===== src/rtl/bus_read_sequencer.sv =====
// Scans a masked set of tri-state bus slots one cs at a time, capturing each word onto a valid/ready stream.
// Latency: SettleCycles+1 ticks of cs low per slot, one gap tick between slots; the stream stalls in OUTPUT until Ready.
module bus_read_sequencer #(
    parameter int NrOfBits     = 8,
    parameter int NrOfSlots    = 4,
    parameter int SlotBits     = 2,
    parameter int SettleCycles = 1
) (
    input  logic                 Clock,
    input  logic                 Reset,
    input  logic                 Tick,
    input  logic                 Start,
    input  logic [NrOfSlots-1:0] SlotMask,
    input  logic [NrOfBits-1:0]  BusIn,
    output logic [NrOfSlots-1:0] cs,
    output logic [NrOfBits-1:0]  DataOut,
    output logic [SlotBits-1:0]  SlotOut,
    output logic                 Valid,
    input  logic                 Ready,
    output logic                 Busy,
    output logic                 Done
);

    typedef enum logic [2:0] {
        S_IDLE,
        S_SELECT,
        S_OUTPUT,
        S_GAP,
        S_FIN
    } state_t;

    state_t                 state_q, state_d;
    logic [NrOfSlots-1:0]   mask_q, mask_d;
    logic [SlotBits-1:0]    slot_q, slot_d;
    logic [3:0]             cnt_q, cnt_d;
    logic [NrOfSlots-1:0]   cs_q, cs_d;
    logic [NrOfBits-1:0]    data_q, data_d;
    logic [SlotBits-1:0]    slot_out_q, slot_out_d;
    logic                   valid_q, valid_d;
    logic                   busy_q, busy_d;
    logic                   done_q, done_d;
    logic [SlotBits:0]      first_slot, next_slot;

    // MSB flags "found"; descending loop so the lowest qualifying index wins.
    function automatic logic [SlotBits:0] first_from(input logic [NrOfSlots-1:0] m, input int lo);
        logic [SlotBits:0] r;
        r = '0;
        for (int i = NrOfSlots - 1; i >= 0; i--) begin
            if (m[i] && (i >= lo)) r = {1'b1, SlotBits'(i)};
        end
        return r;
    endfunction

    function automatic logic [NrOfSlots-1:0] cs_for(input logic [SlotBits-1:0] s);
        logic [NrOfSlots-1:0] c;
        c = '1;
        for (int i = 0; i < NrOfSlots; i++) begin
            c[i] = (SlotBits'(i) != s);
        end
        return c;
    endfunction

    always_comb begin
        state_d    = state_q;
        mask_d     = mask_q;
        slot_d     = slot_q;
        cnt_d      = cnt_q;
        cs_d       = cs_q;
        data_d     = data_q;
        slot_out_d = slot_out_q;
        valid_d    = valid_q;
        busy_d     = busy_q;
        done_d     = 1'b0;
        first_slot = first_from(SlotMask, 0);
        next_slot  = first_from(mask_q, int'(slot_q) + 1);

        case (state_q)
            S_IDLE: begin
                if (Start && Tick) begin
                    mask_d = SlotMask;
                    busy_d = 1'b1;
                    if (first_slot[SlotBits]) begin
                        slot_d  = first_slot[SlotBits-1:0];
                        cs_d    = cs_for(first_slot[SlotBits-1:0]);
                        cnt_d   = '0;
                        state_d = S_SELECT;
                    end else begin
                        state_d = S_FIN;
                    end
                end
            end
            S_SELECT: begin
                if (Tick) begin
                    if (cnt_q == 4'(SettleCycles)) begin
                        data_d     = BusIn;
                        slot_out_d = slot_q;
                        valid_d    = 1'b1;
                        cs_d       = '1;
                        state_d    = S_OUTPUT;
                    end else begin
                        cnt_d = cnt_q + 4'd1;
                    end
                end
            end
            // Handshake is deliberately not gated by Tick.
            S_OUTPUT: begin
                if (valid_q && Ready) begin
                    valid_d = 1'b0;
                    state_d = S_GAP;
                end
            end
            S_GAP: begin
                if (Tick) begin
                    if (next_slot[SlotBits]) begin
                        slot_d  = next_slot[SlotBits-1:0];
                        cs_d    = cs_for(next_slot[SlotBits-1:0]);
                        cnt_d   = '0;
                        state_d = S_SELECT;
                    end else begin
                        state_d = S_FIN;
                    end
                end
            end
            S_FIN: begin
                if (Tick) begin
                    done_d  = 1'b1;
                    busy_d  = 1'b0;
                    state_d = S_IDLE;
                end
            end
            default: state_d = S_IDLE;
        endcase
    end

    always_ff @(posedge Clock) begin
        if (Reset) begin
            state_q    <= S_IDLE;
            mask_q     <= '0;
            slot_q     <= '0;
            cnt_q      <= '0;
            cs_q       <= '1;
            data_q     <= '0;
            slot_out_q <= '0;
            valid_q    <= 1'b0;
            busy_q     <= 1'b0;
            done_q     <= 1'b0;
        end else begin
            state_q    <= state_d;
            mask_q     <= mask_d;
            slot_q     <= slot_d;
            cnt_q      <= cnt_d;
            cs_q       <= cs_d;
            data_q     <= data_d;
            slot_out_q <= slot_out_d;
            valid_q    <= valid_d;
            busy_q     <= busy_d;
            done_q     <= done_d;
        end
    end

    assign cs      = cs_q;
    assign DataOut = data_q;
    assign SlotOut = slot_out_q;
    assign Valid   = valid_q;
    assign Busy    = busy_q;
    assign Done    = done_q;

endmodule


===== config.mk =====
export PLATFORM = sky130hd
export DESIGN_NAME = bus_read_sequencer
export DESIGN_NICKNAME = d
export VERILOG_FILES = /design/src/rtl/bus_read_sequencer.sv
export SDC_FILE = /design/constraint.sdc
export NUM_CORES = 1
export LEC_CHECK = 0
export BUFFER_PORTS_ARGS = -buffer_cell sky130_fd_sc_hd__buf_2
export CORE_MARGIN = 2
export CORE_UTILIZATION = 40
export CTS_BUF_LIST = sky130_fd_sc_hd__clkbuf_4 sky130_fd_sc_hd__clkbuf_8
export CTS_CLUSTER_SIZE = 25
export DETAILED_ROUTE_END_ITERATION = 8
export GPL_TIMING_DRIVEN = 1
export PLACE_DENSITY = 0.62
export SYNTH_ARGS = -nofsm -noshare
export SYNTH_HDL_FRONTEND = slang
export SYNTH_SLANG_ARGS = --single-unit

===== constraint.sdc =====
create_clock -name Clock -period 2.6 [get_ports Clock]
set_input_delay 0.13 -clock Clock [delete_from_list [all_inputs] [get_ports Clock]]
set_output_delay 0.13 -clock Clock [all_outputs]
set_load 0.02 [all_outputs]

### Yosys cells after proc, flatten, opt, wreduce, memory -nomap -nowiden

Index checks and enable logic that the tools add are counted.
Widths: inputs -> output; s select.

* add/subtract/negate cells: 2
* order comparisons: 4
* eq/ne operators: 20
* muxes and demuxes: 44
* bitwise logic cells: 1
* reductions and logical operators: 22

Operators with widths (count)
* $mux 3: 16
* $mux 4: 12
* $pmux 4 s3: 2
* $ne 2x2->1 const B: 9
* $pmux 3 s5: 1
* $reduce_and 7->1: 2
* $reduce_bool 2->1: 5
* $mux 2: 4
* $ne 2x2->1 const A: 4
* $eq 3x2->1 const B: 2
* $ge 1x3->1 const A: 2
* $ge 2x3->1 const A: 2
* $logic_and 1x1->1: 6
* $mux 1: 6
* $reduce_and 3->1: 2
* $reduce_and 6->1: 1
* $reduce_and 5->1: 1
* $add 4x1->4 const B: 1
* $eq 4x1->1 const B: 1
* $ne 1x2->1 const A: 2
* $pmux 1 s2: 2
* $pmux 2 s2: 1
* $reduce_and 4->1: 1
* $add 2x1->3 const B: 1
* other kinds (7): 7

* register bits: 30
* bits of input ports: 17
* output and inout port bits: 17

### Longest topological paths before layout

* depth in word-level cells: 11
* mapped depth: 8

### Worst setup path before layout

OpenSTA, ideal clock, no wires.

* path kind: reg-to-reg
* from: register cnt_q[0]
* to: register data_q[0] (netlist: DataOut[0])
* library setup time: 128 ps
* arrival time: 1822 ps
* data required time: 2472 ps
* setup slack: 651 ps
* cell stages (with the launch flop): 8
* path buffers: 2
* period minus slack after synthesis: 1949 ps
* cell sequence: dfxtp_1 > ha_1 > or3b_1 > buf_6 > or4_4 > buf_6 > mux2i_1 > nor2_1

* cells in the longest elaborated chain, start to end: 2

RTL lines
* start: declaration: line 35 `logic [3:0] cnt_q, cnt_d;`
* start signal: assignment: line 151 `cnt_q <= cnt_d;`
* $eq 4x1->1: line 94 `if (cnt_q == 4'(SettleCycles)) begin`
* $reduce_and 3->1 (no source line)
* end signal: assignment: line 153 `data_q <= data_d;`
* end: declaration: line 37 `logic [NrOfBits-1:0] data_q, data_d;`

Every way passes these cells.
A chain may end at the register's enable or synchronous reset.

### Final worst setup path

Ends and elaborated chain as after synthesis.

==> results.md <==
- Outcome: finished, final reports clean
- Placed insts: 232
- Hold_buf cts: 0
- Switching pwr: 257 uW
- Data arrival, critical path: 2.33 ns
- I/O Pins: 34
- Yosys cell types: 44
- Post-CTS setup buffers: 0
- Routed wire length: 3240 um
- Diodes inserted: 0
- Final setup fails: 0
- Clock skew: 0.00612 ns
- Tcrit/Tclk final: 81.5%
- Seq/Total Area, Yosys: 39.9%
- HPWL after DPL: 2360 um
- Leak pwr: 0.000752 uW
- Grt ovf: 0
- Die area: 4130 um^2
- Cts repair resizes: 0
- Max Cap Violations: 0
- Via count: 1298
- Largest net degree at the start of global routing: 26
- Antenna-violating nets left: 0
- Slew Viols, Final: 0
- Period minus WS final: 2.12 ns
- Ys async rst share: 0%
- Area fraction of the dominant cell type after synthesis: 39.9%
- YS warnings: 0
- Reg power frac: 51.4%
- Row Count: 21
- Worst vdd ir: 379 uV
- CP peak stage delay: 0.66 ns
- Vias in the first global route: 1205
- CTS Buffer Depth: 2
- Die height: 64.3 um
- Seq. cell area: 581 um^2
- Root buf cell: clkbuf_4
- CORE AREA: 3420 um^2
- Cell area after synthesis: 1450 um^2
- Clock sinks: 29
- Port Buffer Count: 33
- Syn nets: 182
- WHS: 0.0222 ns
- Starting Density: 42.6%
- Critical Path RT: 2.81 ns
- Ys flop type: dfxtp_1
- CP top delay family: simple AND/OR/NAND/NOR gates
- Clock share of power: 34.3%
- Cell taking the most area after synthesis: dfxtp_1
- Pwr dens: 548 nW/um^2
- H-Tree Depth: 2
- Num CTS Buffers: 5
- CTS tree: yes
- Slew margin rel.: 53.0%
- CP endpoint kind: flop
- Top area cells in the synthesized netlist: dfxtp_1, mux2i_1, nor2_1, a21oi_1, o32a_1
- P&R area growth vs syn: 16.4%
- CP Max Fanout: 11
- Fin cells: 240
- Via/cell ratio: 5.41
- Die width: 64.3 um
- Hold Crit Class: primary input to flop
- Gpl congestion: 0.874
- CP Cell Sequence: ha_1, or3b_1, or4_4, mux2i_1, nor2_1
- Setup TNS: 0 ns
- CP max-delay cell: or4_4
- Cells after synthesis: 163
- Unrepaired setup endpoints after global routing: false
- Worst-path clk slew: 0.09 ns
- Pre-antenna DRT Iters: 4
- Global-route wire length before repair: 5420 um
- Clock Latency Late Sink: 0.34 ns
- Power Internal: 669 uW
- Worst-Margin Slew: 0.699 ns
- Sw frac: 27.8%
- EDFF count, synth: 0
- Gr usage total: 16.8%
- Initial drt markers: 86
- Setup crit start kind: flop
- WL/cell: 13.5 um
- CP Buf/Inv Count: 0
- Mapped Avg Cell Area: 8.92 um^2
- Synth Register Bits: 29
- Share of post-route cells with drive strength above 1: 23.7%
- # fillers: 347
- Final hold vios: 0
- Final net count: 212
- Comb pwr share: 14.3%
- Critical path class: flop to flop
- Number of remaining DRC errors: 0
- Antenna violations before repair: 0
- Post-synth top cells: dfxtp_1, nor2_1, mux2i_1
- Multi-input logic area: 792 um^2
- Fmax achieved: 472 MHz
- Most frequent cell after synthesis: dfxtp_1
metrics by stage:
step                setup slack, ns  cell area, um^2  total power [uW]  utilization [%]
finish                        0.480             1690               927             49.5
floorplan                     0.651             1450               581                -
CTS                           0.482             1690               932             49.5
global route                  0.320             1690               966             49.5
detailed placement            0.501             1620               619             47.5
global placement              0.568             1620               616             47.5
final timing paths:
| path | from | to | slack [ns] | depth (start not counted) |
|---|---|---|---|---|
| setup / recovery | cnt_q[0] | DataOut[0] | 0.48 | 5 |
| hold / removal | BusIn[3] | DataOut[3] | 0.02 | 3 |
| setup reg to reg | cnt_q[0] | DataOut[0] | 0.48 | 5 |
| hold reg to reg | Valid | Valid | 0.48 | 2 |
layout make-up:
class                      count  area share [%]
tap                           46            3.40
multi-input combinational    117            46.8
inverter                       7            1.55
timing repair buffer          33            9.76
clock inverter                 1           0.296
sequential                    29            34.3
clock buffer                   7            3.85
logic make-up after synthesis:
logic type               synth area share (%)
adder cells (fa/ha/maj)                  1.72
multiplexers                             9.64
buffers and inverters                    5.59
flip-flops                               39.9
AND/OR/NAND/NOR                          21.9
AO/OA/AOI/OAI                            21.3
worst register-to-register path: stages, from the launching register on:
cell and delay, ns:
dfxtp_1 0.41, ha_1 0.17, or3b_1 0.50, or4_4 0.66
mux2i_1 0.20, nor2_1 0.06
state kept, by name, indices dropped and copies added (netlist names):
name,count
DataOut,8
cnt_q,4
cs,4
mask_q,3
state_q,3
SlotOut,2
slot_q,2
Busy,1
Done,1
Valid,1
layer usage:
layer / vias to the layer above / track usage, % / part of all wire (%)
met5: - / 0 / 0
met4: 0 / 7.18 / 1.6
met3: 7 / 4.93 / 4.0
met2: 25 / 26.0 / 47
met1: 603 / 21.7 / 47
li1: 663 / - / -
power by group through the flow:
stage	registers [uW]	clock network, uW	logic [uW]
2_1_floorplan	485	0	96.7
3_3_place_gp	486	0	130
3_5_place_dp	487	0	132
4_1_cts	476	323	133
5_1_grt	479	338	149
6_report	476	317	133
cells in the final DEF, fill, tap and decap left out, drive strengths merged, types with 5 or more instances in the layout:
master,synthesis,layout
buf,4,33
dfxtp,29,29
nor2,21,21
mux2i,14,14
a21oi,10,10
nand2,8,8
inv,7,7
clkbuf,6,7
nand2b,5,5
Power figures use the tool's default switching activity.
